===== config.mk =====
export PLATFORM = sky130hd
export DESIGN_NAME = load_store_unit
export DESIGN_NICKNAME = d
export VERILOG_FILES = /design/src/rtl/load_store_unit.sv
export SDC_FILE = /design/constraint.sdc
export NUM_CORES = 1
export LEC_CHECK = 0
export ABC_AREA = 1
export CELL_PAD_IN_SITES_DETAIL_PLACEMENT = 1
export CELL_PAD_IN_SITES_GLOBAL_PLACEMENT = 1
export CORE_UTILIZATION = 35
export DETAILED_ROUTE_END_ITERATION = 16
export GPL_ROUTABILITY_DRIVEN = 0
export GPL_TIMING_DRIVEN = 0
export PLACE_DENSITY = 0.81
export RECOVER_POWER = 25
export SLEW_MARGIN = 20
export SYNTH_ARGS = -nofsm -noshare
export SYNTH_HDL_FRONTEND = slang
export SYNTH_SLANG_ARGS = --single-unit

===== constraint.sdc =====
create_clock -name clk -period 4.6 [get_ports clk]
set_input_delay 0.69 -clock clk [delete_from_list [all_inputs] [get_ports clk]]
set_output_delay 0.69 -clock clk [all_outputs]
set_load 0.01 [all_outputs]

===== src/rtl/load_store_unit.sv =====
// RV32I load/store front end for a word-wide memory_unit without byte enables.
// Sub-word stores are done as read-modify-write; loads are lane-extracted and extended.
//
// state  | meaning
// IDLE   | ready for a request
// RD     | mem_rden pulse for a load or sub-word store
// RDWAIT | mem_q valid; register load result or merged store word
// WR     | mem_wren pulse with full or merged word
// RESP   | one-cycle resp_valid
module load_store_unit #(
   parameter int ADDRSIZE = 16,
   parameter int WORDSIZE = 32
) (
   input  logic                  clk,
   input  logic                  rst,
   input  logic                  req_valid,
   output logic                  req_ready,
   input  logic                  req_we,
   input  logic [2:0]            req_funct3,
   input  logic [ADDRSIZE+1:0]   req_addr,
   input  logic [WORDSIZE-1:0]   req_wdata,
   output logic                  resp_valid,
   output logic [WORDSIZE-1:0]   resp_rdata,
   output logic                  resp_err,
   output logic                  mem_wren,
   output logic                  mem_rden,
   output logic [ADDRSIZE-1:0]   mem_addr,
   output logic [WORDSIZE-1:0]   mem_d,
   input  logic [WORDSIZE-1:0]   mem_q
);

   typedef enum logic [2:0] {IDLE, RD, RDWAIT, WR, RESP} state_t;

   state_t                state_q, state_d;
   logic                  we_q, we_d;
   logic [2:0]            f3_q, f3_d;
   logic [1:0]            boff_q, boff_d;
   logic [WORDSIZE-1:0]   wdata_q, wdata_d;
   logic [ADDRSIZE-1:0]   mem_addr_q, mem_addr_d;
   logic [WORDSIZE-1:0]   mem_d_q, mem_d_d;
   logic [WORDSIZE-1:0]   rdata_q, rdata_d;
   logic                  err_q, err_d;

   logic                  req_err;
   logic [7:0]            lane_b;
   logic [15:0]           lane_h;
   logic [WORDSIZE-1:0]   load_ext;
   logic [WORDSIZE-1:0]   merged;

   always_comb begin
      req_err = 1'b0;
      if (req_we) begin
         if (!(req_funct3 inside {3'b000, 3'b001, 3'b010})) req_err = 1'b1;
      end else begin
         if (!(req_funct3 inside {3'b000, 3'b001, 3'b010, 3'b100, 3'b101})) req_err = 1'b1;
      end
      if (req_funct3[1:0] == 2'b01 && req_addr[0]) req_err = 1'b1;
      if (req_funct3[1:0] == 2'b10 && req_addr[1:0] != 2'b00) req_err = 1'b1;
   end

   always_comb begin
      lane_b = mem_q[7:0];
      case (boff_q)
         2'd1:    lane_b = mem_q[15:8];
         2'd2:    lane_b = mem_q[23:16];
         2'd3:    lane_b = mem_q[31:24];
         default: lane_b = mem_q[7:0];
      endcase
      lane_h = boff_q[1] ? mem_q[31:16] : mem_q[15:0];

      case (f3_q)
         3'b000:  load_ext = {{24{lane_b[7]}}, lane_b};
         3'b001:  load_ext = {{16{lane_h[15]}}, lane_h};
         3'b100:  load_ext = {24'd0, lane_b};
         3'b101:  load_ext = {16'd0, lane_h};
         default: load_ext = mem_q;
      endcase

      // Bytes outside the stored lane(s) are preserved from the word just read.
      case (f3_q[1:0])
         2'b00: begin
            case (boff_q)
               2'd0:    merged = {mem_q[31:8], wdata_q[7:0]};
               2'd1:    merged = {mem_q[31:16], wdata_q[7:0], mem_q[7:0]};
               2'd2:    merged = {mem_q[31:24], wdata_q[7:0], mem_q[15:0]};
               default: merged = {wdata_q[7:0], mem_q[23:0]};
            endcase
         end
         2'b01:   merged = boff_q[1] ? {wdata_q[15:0], mem_q[15:0]} : {mem_q[31:16], wdata_q[15:0]};
         default: merged = wdata_q;
      endcase
   end

   always_comb begin
      state_d    = state_q;
      we_d       = we_q;
      f3_d       = f3_q;
      boff_d     = boff_q;
      wdata_d    = wdata_q;
      mem_addr_d = mem_addr_q;
      mem_d_d    = mem_d_q;
      rdata_d    = rdata_q;
      err_d      = err_q;
      case (state_q)
         IDLE: begin
            if (req_valid) begin
               we_d    = req_we;
               f3_d    = req_funct3;
               boff_d  = req_addr[1:0];
               wdata_d = req_wdata;
               if (req_err) begin
                  state_d = RESP;
                  rdata_d = '0;
                  err_d   = 1'b1;
               end else if (req_we && req_funct3[1:0] == 2'b10) begin
                  state_d    = WR;
                  mem_addr_d = req_addr[ADDRSIZE+1:2];
                  mem_d_d    = req_wdata;
               end else begin
                  state_d    = RD;
                  mem_addr_d = req_addr[ADDRSIZE+1:2];
               end
            end
         end
         RD:     state_d = RDWAIT;
         RDWAIT: begin
            if (we_q) begin
               state_d = WR;
               mem_d_d = merged;
            end else begin
               state_d = RESP;
               rdata_d = load_ext;
               err_d   = 1'b0;
            end
         end
         WR: begin
            state_d = RESP;
            rdata_d = '0;
            err_d   = 1'b0;
         end
         RESP:    state_d = IDLE;
         default: state_d = IDLE;
      endcase
   end

   always_ff @(posedge clk or posedge rst) begin
      if (rst) begin
         state_q    <= IDLE;
         we_q       <= 1'b0;
         f3_q       <= 3'd0;
         boff_q     <= 2'd0;
         wdata_q    <= '0;
         mem_addr_q <= '0;
         mem_d_q    <= '0;
         rdata_q    <= '0;
         err_q      <= 1'b0;
      end else begin
         state_q    <= state_d;
         we_q       <= we_d;
         f3_q       <= f3_d;
         boff_q     <= boff_d;
         wdata_q    <= wdata_d;
         mem_addr_q <= mem_addr_d;
         mem_d_q    <= mem_d_d;
         rdata_q    <= rdata_d;
         err_q      <= err_d;
      end
   end

   // Strobes decode straight from state so an async reset drops them at once.
   assign req_ready  = (state_q == IDLE);
   assign mem_rden   = (state_q == RD);
   assign mem_wren   = (state_q == WR);
   assign resp_valid = (state_q == RESP);
   assign mem_addr   = mem_addr_q;
   assign mem_d      = mem_d_q;
   assign resp_rdata = rdata_q;
   assign resp_err   = err_q;

endmodule

Word-level counts from Yosys, hierarchy flattened
Cells that the tools add are included.

Logic and storage cells: 79. Output and inout port bits: 85. Input port bits: 89. Flip-flop bits (word level): 122.

Eq/ne operators: 23. Bitwise gates (word level): 1. Muxes and demuxes: 29. Reductions and logical operators: 17.

Operator list (number): 32-bit two-way mux (8); 32-bit case mux with 3 select lines (2); 32-bit case mux with 2 select lines (2); 32-bit case mux with 4 select lines (1); 8-bit case mux with 3 select lines (1); 16-bit two-way mux (1); 3-bit == test (second input constant) (5); 3-bit case mux with 4 select lines (1); 3-bit by 1-bit == test with 1-bit output (second input constant) (3); 3-bit by 2-bit == test with 1-bit output (second input constant) (3); 3-bit zero test (3); 3-bit two-way mux (3); 1-bit two-way mux (8); 2-bit != test (second input constant) (4); 2-bit by 1-bit == test with 1-bit output (second input constant) (3); 2-bit == test (second input constant) (3); 3-bit nonzero test (2); 5-bit AND reduction (1); 5-bit nonzero test (1); 2-bit zero test (2); 2-bit by 1-bit != test with 1-bit output (second input constant) (2); 4-bit AND reduction (1); 2-bit nonzero test (2); 1-bit logical AND (3); 5 further kinds (5).

Logic depth before layout (Yosys ltp)
Gate-level depths: netlist of the first run.

Depth in word-level cells: 9. Depth in mapped cells: 11. Gate-level depth less buffers: 10.

Worst setup path after synthesis of the first run
OpenSTA, ideal clock, no wires.

Path type: in2reg. From: in req_addr[0]. To: reg mem_addr_q[10], in the netlist mem_addr[10]. Arrival: 1.588 ns. Path slack: 2.889 ns. Data required time: 4.477 ns. Library setup time: 0.123 ns. Stages: 5. Buffers on the path: 1. Cells stage by stage: o21ai_0 -> nand3_4 -> clkbuf_1 -> o21ai_0 -> nand2_1.

Longest elaborated chain between the ends: 5. Elaborated cells on any way between the ends: 7. Those cells by class: mux: 2; bitwise: 1; reduce/logical: 4.

Ends and longest elaborated chain: start: declaration (line 20) `input logic [ADDRSIZE+1:0] req_addr,`; 1-bit logical AND / 2-bit nonzero test (equally long branches) (line 57, 58); 1-bit two-way mux / 1-bit logical AND (equally long branches) (line 57, 58); 1-bit two-way mux * (line 58) `if (req_funct3[1:0] == 2'b10 && req_addr[1:0] != 2'b00) req_err = 1'b1;`; 1-bit inverter (no line) *; 3-bit AND reduction (no line) *; end signal: assignment (line 163) `mem_addr_q <= mem_addr_d;`; end: declaration (line 39) `logic [ADDRSIZE-1:0] mem_addr_q, mem_addr_d;`.

Every way passes the cells marked *; elsewhere a longest branch is shown, timed or not. A chain may end at the register's enable or synchronous reset.

==> results of run 1 <==
-- per-stage QoR --
step                util (%)  setup TNS, ps  std cells  setup slack [ps]  hold slack, ps
floorplan                  -              0        960               667             453
global placement        47.0        -148630       1393             -1230             465
detailed placement      47.2              0       1394              2040             468
CTS                     50.3              0       1426              2000             483
global route            50.3              0       1426              1460             499
finish                  50.3              0       1426              1950             477
-- cell type report --
cell class / count / area [sq um]
buffer: 55 / 262
clock buffer: 21 / 470
clock inverter: 11 / 120
fill: 2380 / 9390
inverter: 88 / 333
multi-input combinational: 695 / 3180
sequential: 122 / 3050
tap: 260 / 325
timing repair buffer: 174 / 1760
-- layout by cell type, fill, tap and decap left out, drive strengths merged --
| cell type | Yosys | routed |
|---|---|---|
| a21boi | 1 | 1 |
| a21oi | 67 | 67 |
| a31oi | 3 | 3 |
| buf | 33 | 34 |
| bufinv | 0 | 2 |
| clkbuf | 22 | 43 |
| clkdlybuf4s50 | 0 | 172 |
| clkinv | 1 | 7 |
| clkinvlp | 0 | 4 |
| dfrtp | 122 | 122 |
| dlygate4sd3 | 0 | 1 |
| inv | 87 | 86 |
| mux2 | 4 | 4 |
| nand2 | 362 | 362 |
| nand3 | 74 | 74 |
| nand4 | 29 | 29 |
| nor2 | 43 | 43 |
| nor3 | 2 | 2 |
| o211ai | 18 | 18 |
| o21a | 1 | 1 |
| o21ai | 91 | 91 |
-- final timing paths --
check                            from          to  slack [ps]  cells past startpoint
max                               rst  wdata_q[3]        1950                      2
min                         mem_d[22]   mem_d[22]         480                      2
max reg2reg                state_q[2]    mem_d[8]        2600                      7
min reg2reg                 mem_d[22]   mem_d[22]         480                      2
max in group clk           state_q[2]   req_ready        2020                      4
min in group asynchronous         rst   mem_d[15]        1440                      2
-- power by group --
group | total [mW] | leakage, nW | switching [mW] | internal (mW)
registers | 1.83 | 1.55 | 0.323 | 1.50
clock network | 1.36 | 0.285 | 0.525 | 0.837
logic | 3.23 | 2.75 | 2.02 | 1.21
-- kinds of logic (layout without fill, tap and decap cells) --
logic type,after synthesis,count (layout),share of synthesized area (%)
and+or+nand+nor,510,510,31.8
AOI/OAI and AO/OA,181,181,14.1
buffers and inverters,143,349,8.69
DFF,122,122,44.7
muxes,4,4,0.660
-- layer usage --
| layer | GRT usage (%) | vias up | wire length [microns] |
|---|---|---|---|
| met4 | 9.56 | 0 | 667 |
| met1 | 37.7 | 3607 | 12200 |
| li1 | - | 3502 | - |
| met5 | 0 | - | 0 |
| met3 | 3.54 | 54 | 1200 |
| met2 | 45.7 | 230 | 12500 |
-- flip-flops by register name, indices dropped and copies added, names as in the netlist --
register,flops
boff_q,2
mem_addr,16
resp_err,1
we_q,1
mem_d,32
resp_rdata,32
f3_q,3
wdata_q,32
state_q,3
==> flow_summary.ini, run 1 <==
[routing]
totalWireLength_microns = 26600
vias = 7393
drt-initial-drc-count = 586
drc = 0
vias_per_cell = 5.18
wl_per_cell_microns = 18.7
dr.pass1.iters = 5
antenna_left = 0

[die]
die_x_microns = 142
die_y_microns = 142
core-area_sq_um = 18900
initial_core_util_pct = 36.1
die_area_sq_um = 20100
num_rows = 50
pin_count = 174

[min_path]
hp-class = reg2reg

[status]
violations = capacitance limit, slew limit
outcome = complete, but fails checks

[yosys]
synth_flop_cell = dfrtp_1
synthCells = 960
synth-seq-cells = 122
synth_top_area_share_pct = 44.7
yosysSeqAreaShare_pct = 44.7
synth.net_count = 1049
synthDistinctLibCells = 28
yosysWarnings = 0
syn_area_sq_um = 6820
synth.avg_cell_area_sq_um = 7.11
async_flop_share_pct = 100
synth_edf_count = 0
synth.most_common_cell = nand2_1
synthTopCellsByCount = 356 x nand2_1, 122 x dfrtp_1, 78 x inv_1, 70 x nand3_1, 67 x a21oi_1
synth.largest_area_cell = dfrtp_1
synth_area_leaders = dfrtp_1 45%, nand2_1 20%, nand3_1 5.1%

[timing]
setup_violations = 0
timing.fmax_mhz = 378
relSlewSlack_pct = -76.2
timing.final.crit_share_pct = 57.6
tightest_slew_ps = 2630
hold_violations = 0
min_period_ps = 2650
grt_setup_unrepaired = no
report.final.slew_viol_count = 56
fin_skew_ps = 4.52

[finish]
nets = 1242
antennaDiodeCount = 0
synthToLayoutAreaGrowth_pct = 39.2
stdcell_area_sq_um = 9500
drive_gt1_share_pct = 8.06

[clock_tree]
cts.sinks = 122
cts_buffer_depth = 2
path_clk_slew_ps = 60
cts_tree = yes
post-cts-setup-buffer-count = 0
ctsResizeCount = 0
insertion_delay_ps = 430
cts-hold-fix-buffers = 0
cts_inserted_buffers = 17
cts-root-buf = clkbuf_16
htreeDepth = 4

[power_and_ir_drop]
p_per_area_nw_per_um2 = 676
total_power_mw = 6.42
ir_drop_mv = 0.317
p_leak_nw = 4.58

[grt]
grt_usage_pct = 27.8
grt_max_degree = 68
antenna_found_initial = 0
grt_pass1_wl_microns = 42400
grt_pass1_vias = 7707
grt-ovfl-total = 0

[setup_path]
critPathTopFamily = buffers and inverters
crit_path_top_delay_cell = clkinvlp_2
end_kind = asynchronous set/reset pin
critPathArrivalTime_ps = 2780
cp_max_fo = 56
worstPathCellList = dlygate4sd3_1, clkinvlp_2
worstPathRequired_ps = 4730
critPathKind = in2async
crit_buf_inv = 2
worst_setup_path_start_kind = primary input
cp_slowest_stage_delay_ps = 1490

[placed_design]
place_area_sq_um = 8910
dp_hpwl_microns = 20100
port_buffers = 173

[run]
maxCapViolations = 1
Note: power is estimated with default switching activity, not from simulation.
==> run 2: changes to the inputs <==
- CORE_UTILIZATION: 35 -> 32
- PLACE_DENSITY: 0.81 -> 0.78
- clock period: 4.6 -> 2.35 ns (I/O delays scaled with it)
==> run 2 against run 1 <==
Via count down 0.61%. Combinational power rose by 97%. Highest routed layer unchanged. Clock skew rose by 3.5 ps. The flow now finishes without violations. Flip-flop and latch count stayed put.
==> flow_summary.ini, run 2 (same netlist as run 1, synthesis figures left out) <==
[status]
outcome = finished clean

[power_and_ir_drop]
p_clk_share_pct = 21.4
ir_drop_mv = 0.597
swShare_pct = 44.8
seqPwrFrac_pct = 28.2
total_power_mw = 12.6
comb_power_share_pct = 50.4
intPower_mw = 6.95
switchingPower_mw = 5.64
p_leak_nw = 4.61
p_per_area_nw_per_um2 = 1320

[placed_design]
place_area_sq_um = 8990
dp_hpwl_microns = 20700
port_buffers = 173

[timing]
min_period_ps = 2220
hold_ws_ps = 471
timing.final.crit_share_pct = 94.3
timing.fmax_mhz = 451
fin_skew_ps = 8.00
relSlewSlack_pct = 33.4
setup_violations = 0
report.final.slew_viol_count = 0
grt_setup_unrepaired = no
tightest_slew_ps = 994
hold_violations = 0

[setup_path]
critPathKind = reg2out
cp_slowest_stage_delay_ps = 620
crit_path_top_delay_cell = clkdlybuf4s50_1
cp_max_fo = 5
critPathArrivalTime_ps = 1860
worstPathRequired_ps = 2000
crit_buf_inv = 1
worst-r2r-cell-count = 7
end_kind = primary output
worstPathCellList = nor3_1, clkdlybuf4s50_1
worst_setup_path_start_kind = flop
critPathTopFamily = buffers and inverters
path_depth = 2

[routing]
wl_per_cell_microns = 18.5
drt-initial-drc-count = 528
drc = 0
totalWireLength_microns = 26700
vias_per_cell = 5.09
antenna_left = 0
vias = 7348
dr.pass1.iters = 5

[finish]
mostFrequentLayoutCell = nand2_1
stdcell_area_sq_um = 9560
final_cell_mix = 356 x nand2_1, 171 x clkdlybuf4s50_1, 122 x dfrtp_1
seq_area_sq_um = 3050
nets = 1245
multi_input_area_sq_um = 3180
fill_cells = 2657
antennaDiodeCount = 0
drive_gt1_share_pct = 8.30
synthToLayoutAreaGrowth_pct = 40.1

[grt]
antenna_found_initial = 0
grt_pass1_vias = 7476
grt.met3_usage_pct = 3.58
busiest_layer = met2
grt_use_met1_pct = 34.5
grt_max_degree = 34
grt_pass1_wl_microns = 42000
met2_usage_pct = 40.9
grt-ovfl-total = 0
grt_usage_pct = 25.0

[clock_tree]
htreeDepth = 4
cts.sinks = 122
path_clk_slew_ps = 60
cts_inserted_buffers = 17
cts_buffer_depth = 2
insertion_delay_ps = 420
cts-root-buf = clkbuf_16
cts_tree = yes
post-cts-setup-buffer-count = 0

[die]
die_area_sq_um = 21900
num_rows = 53
die_y_microns = 148
core-area_sq_um = 21000
pin_count = 174
die_x_microns = 148
initial_core_util_pct = 32.6

[min_path]
hp-class = in2reg
whs_path_depth = 3

[run]
maxCapViolations = 0
[run 2: cell count changes in the layout (fill, tap and decap cells not counted)]
| cell | change |
|---|---|
| clkinv_2 | -3 |
| clkinv_4 | +3 |
| clkbuf_2 | +2 |
| inv_6 | +2 |
| buf_12 | +1 |
| clkbuf_8 | -1 |
| clkdlybuf4s50_1 | -1 |
| clkinvlp_4 | -1 |
| dlymetal6s2s_1 | +1 |
[run 2: metal layers]
layer  up-vias  share of wire, %
li1       3503                 -
met1      3594                46
met2       224                48
met3        27               4.7
met4         0               1.4
met5         -                 0
[run 2: final timing paths]
| path | startpoint | end | slack (ps) |
|---|---|---|---|
| worst min-delay path | req_addr[14] | mem_addr[12] | 470 |
| max in group asynchronous | rst | wdata_q[4] | 380 |
| min in group asynchronous | rst | mem_addr[13] | 560 |
| worst min register to register | mem_d[16] | mem_d[16] | 480 |
| worst max register to register | state_q[2] | mem_d[10] | 350 |
| worst max-delay path | state_q[1] | mem_rden | 130 |
[run 2: power groups by stage]
stage	Combinational (mW)	Clock [mW]	Sequential, mW
2_1_floorplan	3.44	0	3.66
3_3_place_gp	6.11	0	3.54
3_5_place_dp	6.29	0	3.56
4_1_cts	6.35	2.72	3.54
5_1_grt	6.98	2.81	3.65
6_report	6.35	2.69	3.55
[run 2: area by class of cell]
type                            instances  share of cell area (%)
Tap cell                              275                    3.60
Clock buffer                           20                    4.78
Sequential cell                       122                    31.9
Multi-Input combinational cell        695                    33.2
Inverter                               88                    3.48
Timing Repair Buffer                  177                    18.7
Buffer                                 55                    2.74
Clock inverter                         12                    1.48
[run 2: repair_timing]
action,4_1_cts,5_1_grt
resized for setup,0,1
hold buffers,0,0
endpoints found under the setup margin,0,1
[run 2: through the flow]
step | TNS, ps | cells | util, % | worst slack [ps]
after floorplan | 0 | 960 | - | 500
after global placement | -89180 | 1408 | 42.5 | -744
after detailed placement | 0 | 1412 | 42.9 | 49.3
after CTS | 0 | 1444 | 45.8 | 40.6
after global routing | 0 | 1444 | 45.6 | 41.9
final | 0 | 1444 | 45.6 | 135
[run 2: worst reg2reg max path, cell delays in order (launching register included)]
cell,delay [ps]
dfrtp_1,470
nor2_4,210
nand2_2,210
inv_2,240
buf_2,310
nand4_1,210
nand3_1,190
nand2_1,60
==> run 3: changes to the inputs <==
- CTS_BUF_LIST: unset -> sky130_fd_sc_hd__clkbuf_2
==> run 3 against run 2 <==
Clock-buffer cell count decreased by 2. Critical path depth increased by 3. Flip-flop and latch count unchanged. Worst hold slack worse by 340 ps. Cell area is 3.0% lower. Die area unchanged. Wire length down 0.99%. Worst setup slack about the same. Power fell by 9.7%. First-iteration DRC count is 14% lower. Cell count grew 0.69%. Largest cell class unchanged. Largest power group unchanged.
==> flow_summary.ini, run 3 (same netlist as run 1, synthesis figures left out) <==
[finish]
mostFrequentLayoutCell = nand2_1
nets = 1254
synthToLayoutAreaGrowth_pct = 35.9
stdcell_area_sq_um = 9280
fin_cells = 1454
drive_gt1_share_pct = 9.17
fin_util_pct = 44.3
final_cell_mix = 356 x nand2_1, 168 x clkdlybuf4s50_1, 120 x dfrtp_1

[clock_tree]
cts.sinks = 122
cts_inserted_buffers = 17
cts_buffer_depth = 2
insertion_delay_ps = 740
htreeDepth = 4
cts_tree = yes
cts-root-buf = clkbuf_2
path_clk_slew_ps = 210

[timing]
report.final.slew_viol_count = 0
timing.fmax_mhz = 451
setup_violations = 0
hold_ws_ps = 131
tightest_slew_ps = 1070
fin_skew_ps = 39.1
setup_tns_ps = 0
hold_violations = 0
setup_ws_ps = 135
min_period_ps = 2220
relSlewSlack_pct = 28.2
timing.final.crit_share_pct = 94.3

[setup_path]
critPathTopFamily = buffers and inverters
critPathKind = reg2out
cp_max_fo = 3
crit_path_top_delay_cell = dfrtp_1
crit_buf_inv = 3
cp_slowest_stage_delay_ps = 430
critPathArrivalTime_ps = 1860
worstPathCellList = buf_4, inv_1, nand2_1, nor2_1, dlygate4sd2_1
end_kind = primary output
worst_setup_path_start_kind = flop
worstPathRequired_ps = 2000

[power_and_ir_drop]
total_power_mw = 11.4
ir_drop_mv = 0.391
p_per_area_nw_per_um2 = 1230
p_leak_nw = 4.51

[die]
die_y_microns = 148
num_rows = 53
core-area_sq_um = 21000
die_area_sq_um = 21900
pin_count = 174
die_x_microns = 148
initial_core_util_pct = 32.6

[grt]
grt_max_degree = 34
grt_pass1_wl_microns = 41500
antenna_found_initial = 1
grt_pass1_vias = 7447
grt_usage_pct = 24.7
grt-ovfl-total = 0

[routing]
wl_per_cell_microns = 18.2
antenna_left = 0
vias = 7326
drc = 0
dr.pass1.iters = 5
vias_per_cell = 5.04
drt-initial-drc-count = 454
totalWireLength_microns = 26500

[status]
outcome = finished clean

[placed_design]
place_area_sq_um = 8990
dp_hpwl_microns = 20700
dp_slack_ps = 49.3
dp_cells = 1412
port_buffers = 173

[min_path]
hp-class = in2reg

[run]
maxCapViolations = 0
==> run 3: changes by cell type in the layout (fill, tap and decap cells not counted), sizes merged <==
cell,delta
clkdlybuf4s50,-3
clkbuf,-3
dlymetal6s2s,-1
buf,+10
dlygate4sd2,+3
clkinv,+2
dlygate4sd3,+1
diode,+1
==> run 3: per-layer routing <==
layer / part of all wire [%] / global-route usage, %
met5: 0 / 0
met4: 2.0 / 6.86
met1: 46 / 34.3
met2: 47 / 40.0
met3: 5.2 / 3.43
==> run 3: cell type report <==
class | instances | area [sq um]
fill | 2689 | 11700
multi-input combinational | 695 | 3180
sequential | 122 | 3060
timing repair buffer | 186 | 1860
tap | 275 | 344
inverter | 88 | 333
buffer | 55 | 262
clock inverter | 14 | 149
clock buffer | 18 | 90.1
antenna | 1 | 2.50
==> run 3: worst min-delay path, cell delays in order <==
cell and delay, ps:
clkdlybuf4s50_1 390, nand2_1 60, nand2_1 50
==> run 3: timing repair <==
item	CTS	global route
pin swaps	0	2
setup buffers	3	5
hold endpoints to repair	15	0
endpoints found under the setup margin	4	2
hold buffers	1	0
cloned	0	0
resized for setup	8	2
==> run 3: final timing paths <==
check                        startpoint              to  slack, ps  cells after the start
max                          state_q[0]      resp_valid        130                      5
min                        req_addr[14]    mem_addr[12]        130                      3
max reg2reg                  state_q[0]  resp_rdata[31]        250                      8
min reg2reg                    mem_d[3]        mem_d[3]        510                      2
max in group asynchronous           rst       mem_d[13]        360                      5
min in group asynchronous           rst    mem_addr[13]        790                      3
==> run 3: where the power goes <==
group | internal, mW | switching [mW]
Sequential | 2.93 | 0.586
Clock | 0.497 | 0.923
Combinational | 2.45 | 3.98
Total | 5.88 | 5.49
